**src/rtl/chk_sync_fifo.sv**
```systemverilog
// Single-clock FIFO holding expected result words.
// Pointers carry an extra wrap bit so full and empty are distinguished
// without a separate occupancy counter. The head word is read
// combinationally so a data beat can be compared in the cycle it arrives;
// at this depth the array maps onto distributed RAM.
// All state advances only when ce is high; flush empties the FIFO and
// takes priority over a push or pop in the same cycle.
module chk_sync_fifo #(
    parameter int DEPTH = 16,
    parameter int WIDTH = 32
) (
    input  logic             clk,
    input  logic             rst,
    input  logic             ce,
    input  logic             flush,
    input  logic             push,
    input  logic [WIDTH-1:0] wdata,
    input  logic             pop,
    output logic [WIDTH-1:0] rdata,
    output logic             full,
    output logic             empty
);

    localparam int AW = $clog2(DEPTH);

    logic [WIDTH-1:0] r_mem [DEPTH];
    logic [AW:0]      r_wr_ptr;
    logic [AW:0]      r_rd_ptr;
    logic             w_push_ok;
    logic             w_pop_ok;

    assign empty     = (r_wr_ptr == r_rd_ptr);
    assign full      = (r_wr_ptr[AW] != r_rd_ptr[AW]) &&
                       (r_wr_ptr[AW-1:0] == r_rd_ptr[AW-1:0]);
    assign w_push_ok = push && !full;
    assign w_pop_ok  = pop && !empty;
    assign rdata     = r_mem[r_rd_ptr[AW-1:0]];

    // Pointer update: reset and flush both return to empty
    always_ff @(posedge clk) begin
        if (!rst) begin
            r_wr_ptr <= '0;
            r_rd_ptr <= '0;
        end else if (ce) begin
            if (flush) begin
                r_wr_ptr <= '0;
                r_rd_ptr <= '0;
            end else begin
                if (w_push_ok) r_wr_ptr <= r_wr_ptr + (AW+1)'(1);
                if (w_pop_ok)  r_rd_ptr <= r_rd_ptr + (AW+1)'(1);
            end
        end
    end

    // Storage write; contents need no reset since the pointers gate reads
    always_ff @(posedge clk) begin
        if (ce && w_push_ok && !flush) begin
            r_mem[r_wr_ptr[AW-1:0]] <= wdata;
        end
    end

endmodule

```
**config.mk**
```make
export PLATFORM = sky130hd
export DESIGN_NAME = chk_sync_fifo
export DESIGN_NICKNAME = d
export VERILOG_FILES = /design/src/rtl/chk_sync_fifo.sv
export SDC_FILE = /design/constraint.sdc
export NUM_CORES = 1
export LEC_CHECK = 0
export BUFFER_PORTS_ARGS = -buffer_cell sky130_fd_sc_hd__buf_2
export CAP_MARGIN = 15
export CORE_AREA = 2 2 196 198
export CTS_BUF_LIST = sky130_fd_sc_hd__clkbuf_8
export DETAILED_ROUTE_END_ITERATION = 8
export DIE_AREA = 0 0 198 200
export PLACE_DENSITY = 0.69
export SLEW_MARGIN = 5
export SYNTH_ARGS = -nofsm -noshare
export SYNTH_HDL_FRONTEND = slang
export SYNTH_SLANG_ARGS = --single-unit
```
**constraint.sdc**
```tcl
create_clock -name clk -period 6.5 [get_ports clk]
set_input_delay 1.625 -clock clk [delete_from_list [all_inputs] [get_ports clk]]
set_output_delay 1.625 -clock clk [all_outputs]
set_load 0.05 [all_outputs]
```
==> summary.md, run 1 <==
| Metric | Value |
|---|---|
| RD Place Congestion | 0.7538 |
| Core Region | 37400 um^2 |
| Flop2flop setup slack | 3.32 ns |
| Finished Core Util | 0.6127 |
| Cell area after synthesis | 20370 um^2 |
| Final Hold Vio Count | 0 |
| Clk sinks | 526 |
| WL final | 41080 um |
| Cts hold-fix bufs | 0 |
| Slew Limit Headroom | 0.3626 |
| Fin crit period | 4.894 ns |
| Tot GR Track Use | 0.2158 |
| Async S/R FF share, synth | 0 |
| RSZ-0062 raised after global routing | no |
| Synth warnings | 0 |
| Critical Path RT | 4.88 ns |
| Top delay family on crit path | multiplexers |
| Setup Buffers After CTS | 0 |
| Library cells used by synthesis | 41 |
| Critical path fanouts, max | 33 |
| Synth-to-Final Area Change | 12.47% |
| GRT overflow | 0 |
| Tightest Pin Transition | 0.9509 ns |
| Post-synthesis sequential element count | 526 |
| DRC viols | 0 |
| Ranking of synthesized cells by area | edfxtp_1, mux4_2, mux4_1 |
| IO buf count | 71 |
| Max VDD drop | 242.0 uV |
| Vias per inst | 6.015 |
| Leakage | 0.007178 uW |
| Pwr Density | 277.5 nW/um^2 |
| Worst hold slack | 0.5224 ns |
| Synthesized area per cell | 24.55 um^2 |
| Ratio of final minimum period to clock period | 0.7530 |
| Cts bufs inserted | 81 |
| Max Fclk | 0.2043 GHz |
| Crit start category | register |
| Starting density of the core | 0.5447 |
| Worst Hold Class | register to register |
| I/O pin count | 72 |
| CP Class | register to output pin |
| Setup crit end kind | output pin |
| Seq/Total Area, Yosys | 0.7684 |
| Detail Placement HPWL | 21250 um |
| Die area | 39600 um^2 |
| H-tree depth | 3 |
| Worst Skew | 0.03213 ns |
| Layout cell share with drive strength beyond 1 | 0.3223 |
| Detail Route Antenna Nets | 0 |
| Row count | 71 |
| Vias in the first global route | 9610 |
| Slowest stage delay, CP | 0.77 ns |
| Ys flop type | edfxtp_1 |
| First-pass iteration count of the detailed router | 7 |
| Syn_nets | 873 |
| Top cell type's share of synthesized area | 0.7547 |
| Final setup fails | 0 |
| Initial antenna violation count | 2 |
| Iteration-0 DRC Markers | 883 |
| Number of flops mapped to enable cells by yosys | 512 |
| Clock tree buffer depth | 3 |
| Die width | 198 um |
| CTS tree | yes |
| Final Max Slew Viols | 0 |
| Yosys top cell by area | edfxtp_1 |
| Setup TNS | 0 ns |
| CTS resizes | 0 |
| Largest net degree at the start of global routing | 70 |
| Critical-path cell list | buf_4 > mux4_1 > mux4_2 > buf_2 |
| Cell count after synthesis | 830 |
| WP buf/inv | 2 |
| Worst skew pair latency | 0.63 ns |
| Crit path arrival time | 3.27 ns |
| Slowest-stage cell, CP | dfxtp_4 |
| Die Height | 200 um |
| DR WL/cell | 26.63 um |
| Outcome | complete, no violations |
| Max Cap Violations | 0 |
| First-pass GRT wire length | 60530 um |
| Nets | 1016 |
| CTS root buf | clkbuf_8 |
| Total number of vias | 9281 |
| Clock transition at path regs | 0.06 ns |
[flip-flops by register name, indices dropped and copies added (netlist names), named ones only]
signal    count
r_rd_ptr      5
r_wr_ptr      5
r_mem       512
[worst reg2reg max path, delay by kind of cell (launching register included)]
family	cells	cell delay (ns)
xor gates and xnor gates	1	0.14
buffers and inverters	2	0.84
DFF	1	0.62
and+or+nand+nor	3	1.18
[area by class of cell]
class	instances	area, um^2
Inverter	2	7.507
Tap cell	511	639.4
Sequential cell	526	15670
Clock buffer	87	1197
Antenna cell	2	5.005
Fill cell	2569	14490
Clock inverter	53	257.7
Timing Repair Buffer	103	620.6
Multi-Input combinational cell	259	4521
[cells in the final DEF, fill, tap and decap left out, drive strengths merged, types with 2 or more instances in the layout]
master    netlist  final
edfxtp        512    512
a32oi           2      2
o211ai          3      3
o21ai           4      4
nor2            4      4
mux2i           5      5
nand2          16     16
nor3           11     11
nand2b          4      4
mux4          160    160
clkbuf         22     87
inv             2     34
nor4            5      5
clkinvlp        0      2
nand4           5      5
dfxtp          14     14
nor2b           3      3
nand3           4      4
buf            21    103
a21oi           5      5
o2111ai         2      2
diode           0      2
ha              5      5
o22ai           4      4
clkinv          0     18
xnor2           5      5
[path summary, 6_finish.rpt]
path / from / to / cells after the start
worst max-delay path: register / rdata[18] / 4
worst min-delay path: r_rd_ptr[4] / r_rd_ptr[4] / 1
worst max register to register: r_wr_ptr[3] / r_mem[12][19] / 6
worst min register to register: r_rd_ptr[4] / r_rd_ptr[4] / 1
[cells in the mapped netlist (4+ instances only)]
cell type and instances:
mux4_2 110, dfxtp_1 14, edfxtp_1 512, nand2_1 16, clkbuf_1 21, o22ai_1 4, nor3_1 11, buf_1 4
nand4_1 5, mux2i_1 5, nand2b_1 4, nor2_1 4, mux4_1 50, nor4_1 5, xnor2_1 5, ha_1 5
a21oi_1 5, buf_6 11, nand3_1 4
[logic make-up after synthesis]
logic type	count (synthesis)	share of synthesized area
AOI/OAI and AO/OA	25	0.008352
muxes	165	0.1885
buffers and inverters	45	0.01425
DFF	526	0.7684
xor gates and xnor gates	6	0.002579
adders and majority gates	5	0.003071
and+or+nand+nor	58	0.01480
[layer usage]
metal	GRT usage	routed length [um]	vias to the layer above
met4	0.07185	833	2
met2	0.3521	20600	359
met5	0	12	-
met1	0.2939	16730	4900
li1	-	-	3942
met3	0.04872	2902	78
[where the power goes]
part | total [uW] | switching, uW | internal (uW)
registers | 3730 | 4.52 | 3730
clock network | 2480 | 1210 | 1270
logic | 149 | 103 | 46.2
[metrics by stage]
stage	total power [uW]	cells	area, um^2	setup WS (ns)
after floorplan	3885	830	20370	0.7228
after global placement	3948	1401	21450	2.230
after detailed placement	3952	1401	21450	2.208
after CTS	6425	1541	22910	1.510
after global routing	6587	1541	22910	1.403
final	6359	1543	22910	1.606
Note: power is estimated with default switching activity, not from simulation.
==> run 2, diff against run 1 <==
==> constraint.sdc (replaced) <==
create_clock -name clk -period 4.58 [get_ports clk]
set_input_delay 1.145 -clock clk [delete_from_list [all_inputs] [get_ports clk]]
set_output_delay 1.145 -clock clk [all_outputs]
set_load 0.05 [all_outputs]
==> run 2 against run 1 <==
Effect of this change: sequential power rose by 42%; cell count rose by 1.7%; critical endpoint is now rdata[30]; worst hold slack got worse by 0.0078 ns; first-iteration DRC count fell by 5.3%; flip-flop and latch count did not move; critical path depth did not move; die area did not move; total power rose by 43%; non-clock buffer count rose by 15; largest power group unchanged; wire length rose by 1.7%; clock power rose by 46%.
==> summary.md, run 2 (same netlist as run 1, synthesis figures left out) <==
| Metric | Value |
|---|---|
| Outcome | complete, no violations |
| Worst Hold Class | register to register |
| Setup crit end kind | output pin |
| Slew Limit Headroom | 0.2302 |
| Max Fclk | 0.2421 GHz |
| Largest net degree at the start of global routing | 51 |
| Flop2flop setup slack | 1.39 ns |
| Starting density of the core | 0.5447 |
| Clk sinks | 526 |
| Die area | 39600 um^2 |
| RSZ-0062 raised after global routing | no |
| Final setup fails | 0 |
| Crit path arrival time | 2.98 ns |
| Vias per inst | 6.028 |
| Row count | 71 |
| Crit start category | register |
| Layout cell share with drive strength beyond 1 | 0.3308 |
| Max VDD drop | 326.6 uV |
| CTS root buf | clkbuf_8 |
| CTS tree | yes |
| Core Region | 37400 um^2 |
| Total number of vias | 9458 |
| Crit Reg-Reg Startpoint | r_wr_ptr[3] |
| Initial antenna violation count | 1 |
| Die width | 198 um |
| Ratio of final minimum period to clock period | 0.9017 |
| RD Place Congestion | 0.7290 |
| Worst Setup Slack, final | 0.4503 ns |
| IO buf count | 71 |
| Hold endpoint | r_rd_ptr[4] |
| Post-Place Setup Slack | 1.013 ns |
| WL final | 41780 um |
| DR WL/cell | 26.63 um |
| Slowest-stage cell, CP | mux4_1 |
| Cts bufs inserted | 83 |
| Hold Path Depth | 1 |
| Reg2reg end | r_mem[8][21] |
| Synth-to-Final Area Change | 13.66% |
| Slowest stage delay, CP | 0.62 ns |
| Critical path fanouts, max | 24 |
| Vias in the first global route | 9593 |
| H-tree depth | 3 |
| Max Cap Violations | 0 |
| Hold path start | r_rd_ptr[4] |
| Clock transition at path regs | 0.06 ns |
| Fin crit period | 4.130 ns |
| Critical-path cell list | buf_4 > mux4_1 > mux4_2 > buf_2 |
| GRT overflow | 0 |
| Die Height | 200 um |
| Most frequent cells in the layout | edfxtp_1, mux4_2, clkbuf_8 |
| Cell count of the worst reg-to-reg path | 6 |
| First-pass iteration count of the detailed router | 5 |
| # placed instances | 1415 |
| CP Class | register to output pin |
| Clock tree buffer depth | 3 |
| Non-Filler Instances | 1569 |
| Final Max Slew Viols | 0 |
| Critical Path RT | 3.43 ns |
| Setup TNS | 0 ns |
| Nets | 1033 |
| Total power | 9122 uW |
| Setup Buffers After CTS | 0 |
| Final Hold Vio Count | 0 |
| Detail Placement HPWL | 22590 um |
| Leakage | 0.007276 uW |
| Max FFs per register | 512 |
| Worst Skew | 0.01586 ns |
| Iteration-0 DRC Markers | 836 |
| Most common cell after layout, fill and taps aside | edfxtp_1 |
| Pwr Density | 394.0 nW/um^2 |
| Worst skew pair latency | 0.62 ns |
| CTS resizes | 0 |
| I/O pin count | 72 |
| Cts hold-fix bufs | 0 |
| Detail Route Antenna Nets | 0 |
| N_diodes | 0 |
| Tightest Pin Transition | 1.148 ns |
| First-pass GRT wire length | 61840 um |
| Tot GR Track Use | 0.2202 |
| DRC viols | 0 |
-- run 2: cell count changes in the layout (fill, tap and decap cells not counted), sizes merged --
cell / before / now
buf: 103 / 118
bufinv: 1 / 2
clkbuf: 87 / 85
clkinv: 18 / 36
clkinvlp: 2 / 4
diode: 2 / 0
inv: 34 / 28
-- run 2: critical path: cells and delay by family, from the launching register on --
family   cells  cell delay (ns)
mux          2             1.11
flops        1             0.54
buf+inv      2             0.69
-- run 2: per-layer routing --
| metal | vias up | global-route usage | routed length, um |
|---|---|---|---|
| met5 | - | 0 | 13 |
| met4 | 2 | 0.07157 | 848 |
| met3 | 68 | 0.04503 | 2743 |
| met2 | 364 | 0.3465 | 20450 |
| met1 | 5032 | 0.3161 | 17720 |
| li1 | 3992 | - | - |
-- run 2: layout make-up --
| cell class | instances | area, um^2 |
|---|---|---|
| fillers | 2556 | 14240 |
| multi-input cells | 259 | 4558 |
| well taps | 511 | 639.4 |
| inverters | 2 | 7.507 |
| clock buffers | 85 | 1170 |
| flip-flops and latches | 526 | 15670 |
| repair buffers | 118 | 774.5 |
| clock inverters | 68 | 341.6 |
-- run 2: report_power, final --
group	switching, uW	total [uW]	internal (uW)	leakage (uW)
Clock	1770	3610	1850	0.000850
Combinational	150	216	66.1	0.00170
Sequential	4.69	5290	5290	0.00472
-- run 2: worst max-delay path by stage --
| stage | end | slack [ns] | cells past startpoint |
|---|---|---|---|
| after global placement | rdata[30] | 1.07 | 4 |
| after floorplan | r_mem[7][0] | 0.11 | 4 |
| after global routing | rdata[30] | 0.29 | 4 |
| final | rdata[30] | 0.45 | 4 |
| after detailed placement | r_mem[9][13] | 1.01 | 5 |
| after CTS | rdata[30] | 0.35 | 4 |
-- run 2: through the flow --
step | hold slack [ns] | cell area [um^2] | utilization
after floorplan | 0.4663 | 20400 | -
after global placement | 0.4854 | 21630 | 0.5784
after detailed placement | 0.5039 | 21630 | 0.5784
after CTS | 0.5162 | 23140 | 0.6188
after global routing | 0.5358 | 23160 | 0.6192
final | 0.5146 | 23160 | 0.6192
==> run 3, diff against run 2 <==
--- a/config.mk
+++ b/config.mk
@@ -5,13 +5,14 @@
 export SDC_FILE = /design/constraint.sdc
 export NUM_CORES = 1
 export LEC_CHECK = 0
+export ABC_AREA = 1
 export BUFFER_PORTS_ARGS = -buffer_cell sky130_fd_sc_hd__buf_2
 export CAP_MARGIN = 15
-export CORE_AREA = 2 2 196 198
+export CORE_AREA = 2 2 184 186
 export CTS_BUF_LIST = sky130_fd_sc_hd__clkbuf_8
 export DETAILED_ROUTE_END_ITERATION = 8
-export DIE_AREA = 0 0 198 200
-export PLACE_DENSITY = 0.69
+export DIE_AREA = 0 0 186 188
+export PLACE_DENSITY = 0.79
 export SLEW_MARGIN = 5
 export SYNTH_ARGS = -nofsm -noshare
 export SYNTH_HDL_FRONTEND = slang
==> run 3 against run 2 <==
Effect of this change: combinational power rose to 5.6 times the previous value; sequential power increased by 0.8%; worst setup slack worse by 0.15 ns; fmax fell by 3.4%; clock power is 4% lower; total power increased by 9.8%; cell count increased by 41%; final area up 0.50%; critical path type unchanged.
==> summary.md, run 3 <==
| Metric | Value |
|---|---|
| First-pass iteration count of the detailed router | 6 |
| Seq/Total Area, Yosys | 0.7508 |
| I/O pin count | 72 |
| Design area | 23270 um^2 |
| CTS root buf | clkbuf_8 |
| Largest net degree at the start of global routing | 266 |
| Hold path start | r_wr_ptr[4] |
| Pwr Density | 430.3 nW/um^2 |
| Setup Buffers After CTS | 0 |
| N_diodes | 0 |
| Core Region | 33110 um^2 |
| Initial antenna violation count | 1 |
| Critical Path RT | 3.43 ns |
| GRT overflow | 0 |
| CTS tree | yes |
| Total number of vias | 13670 |
| Most frequent cells in the layout | edfxtp_1, nor2_1, o21ai_0 |
| Tot GR Track Use | 0.2838 |
| Dpl cell area | 21860 um^2 |
| Cell count of the worst reg-to-reg path | 8 |
| Post-synthesis sequential element count | 526 |
| Leakage | 0.007666 uW |
| Non-Filler Instances | 2208 |
| RSZ-0062 raised after global routing | no |
| Critical-path cell list | buf_12 > o21ai_0 > o211ai_1 > nand3_1 > nand2_1 > buf_2 |
| Synth-to-Final Area Change | 11.62% |
| H-tree depth | 3 |
| Hold endpoint | r_wr_ptr[4] |
| Synth warnings | 0 |
| Slowest-stage cell, CP | buf_12 |
| Syn_nets | 1667 |
| Worst Hold Class | register to register |
| Total power | 10010 uW |
| Max Cap Violations | 0 |
| Cts bufs inserted | 79 |
| Top cells by count, synth | edfxtp_1, nor2_1, o21ai_0, o211ai_1, o21ai_1 |
| Max FFs per register | 512 |
| Cts hold-fix bufs | 0 |
| CTS resizes | 0 |
| Row count | 67 |
| Flop2flop setup slack | 1.65 ns |
| Most common cell after layout, fill and taps aside | edfxtp_1 |
| Clk sinks | 526 |
| Ys flop type | edfxtp_1 |
| Yosys top cell by area | edfxtp_1 |
| Cell area after synthesis | 20850 um^2 |
| First-pass GRT wire length | 74590 um |
| Die width | 186 um |
| Final setup fails | 0 |
| Final Max Slew Viols | 0 |
| Cell count after synthesis | 1624 |
| Fillers | 2216 |
| Outcome | complete, no violations |
| WL final | 48710 um |
| Detail Route Antenna Nets | 0 |
| DRC viols | 0 |
| Ranking of synthesized cells by area | edfxtp_1, nor2_1, o21ai_0 |
| Worst skew pair latency | 0.63 ns |
| # placed instances | 2072 |
| Max Fclk | 0.2338 GHz |
| Crit Reg-Reg Startpoint | r_wr_ptr[2] |
| RD Place Congestion | 0.8432 |
| Starting density of the core | 0.6297 |
| IO buf count | 71 |
| Hold Path Depth | 2 |
| Crit start category | register |
| Layout cell share with drive strength beyond 1 | 0.1290 |
| Iteration-0 DRC Markers | 2092 |
| Async S/R FF share, synth | 0 |
| Clock transition at path regs | 0.06 ns |
| CP Class | register to output pin |
| Cell with the most instances after synthesis | edfxtp_1 |
| Clock tree buffer depth | 3 |
| Reg2reg end | r_mem[4][10] |
| Die Height | 188 um |
| Tightest Pin Transition | 1.415 ns |
| Crit path arrival time | 3.13 ns |
| Setup crit end kind | output pin |
| Worst Skew | 0.04453 ns |
| Critical path fanouts, max | 265 |
| Vias per inst | 6.192 |
| DR WL/cell | 22.06 um |
| Ratio of final minimum period to clock period | 0.9339 |
| Nets | 1748 |
| Finished Core Util | 0.7028 |
| Max VDD drop | 322.4 uV |
| Die area | 34970 um^2 |
| Top cell type's share of synthesized area | 0.7374 |
| Final Hold Vio Count | 0 |
| Synthesized area per cell | 12.84 um^2 |
| Setup TNS | 0 ns |
| Detail Placement HPWL | 26710 um |
| Vias in the first global route | 13400 |
| Slew Limit Headroom | 0.05656 |
| Slowest stage delay, CP | 0.46 ns |
| Fin crit period | 4.277 ns |
| Number of flops mapped to enable cells by yosys | 512 |
| Library cells used by synthesis | 22 |
run 3: area by class of cell:
type | instances | area [um^2] | area share
inverters | 29 | 113.9 | 0.004892
clock buffers | 82 | 1129 | 0.04849
well taps | 448 | 560.5 | 0.02409
multi-input cells | 962 | 4747 | 0.2040
flip-flops and latches | 526 | 15670 | 0.6732
repair buffers | 107 | 775.7 | 0.03333
clock inverters | 54 | 279.0 | 0.01199
run 3: cell families (layout without fill, tap and decap cells):
group,after synthesis,after routing,synth area share
adders and majority gates,5,5,0.003000
xor gates and xnor gates,6,6,0.002520
AOI/OAI and AO/OA,440,440,0.1211
buffers and inverters,136,272,0.02724
and+or+nand+nor,511,511,0.09530
DFF,526,526,0.7508
run 3: power breakdown:
part / switching, uW / total (uW) / internal (uW) / leakage [uW]
sequential: 30.6 / 5330 / 5300 / 0.00472
combinational: 907 / 1210 / 307 / 0.00214
clock: 1750 / 3470 / 1720 / 0.000799
total: 2690 / 10000 / 7330 / 0.00767
run 3: layer usage:
layer	vias up	routed length [um]	track usage
met5	-	15	0
met4	2	1288	0.1051
met3	110	5173	0.06623
met2	790	23480	0.4464
met1	6656	18760	0.3911
li1	6113	-	-
run 3: worst max-delay path: cells and delay by family (launching register included):
kind | cells | cell delay [ns]
buffers and inverters | 2 | 0.73
AOI/OAI and AO/OA | 2 | 0.60
DFF | 1 | 0.38
and+or+nand+nor | 2 | 0.29
run 3: how the worst max path moves through the flow:
stage,startpoint,to,depth (start not counted)
after global routing,register,rdata[12],6
after floorplan,push,r_mem[0][0],6
after global placement,flush,r_mem[4][15],6
final,register,rdata[14],6
after detailed placement,flush,r_mem[4][15],6
after CTS,register,rdata[19],6
run 3: stage by stage:
stage	hold slack, ns	worst slack (ns)
after floorplan	0.4964	1.168
after global placement	0.5125	1.212
after detailed placement	0.5426	1.155
after CTS	0.5506	0.5248
after global routing	0.5840	0.3214
final	0.5472	0.3027
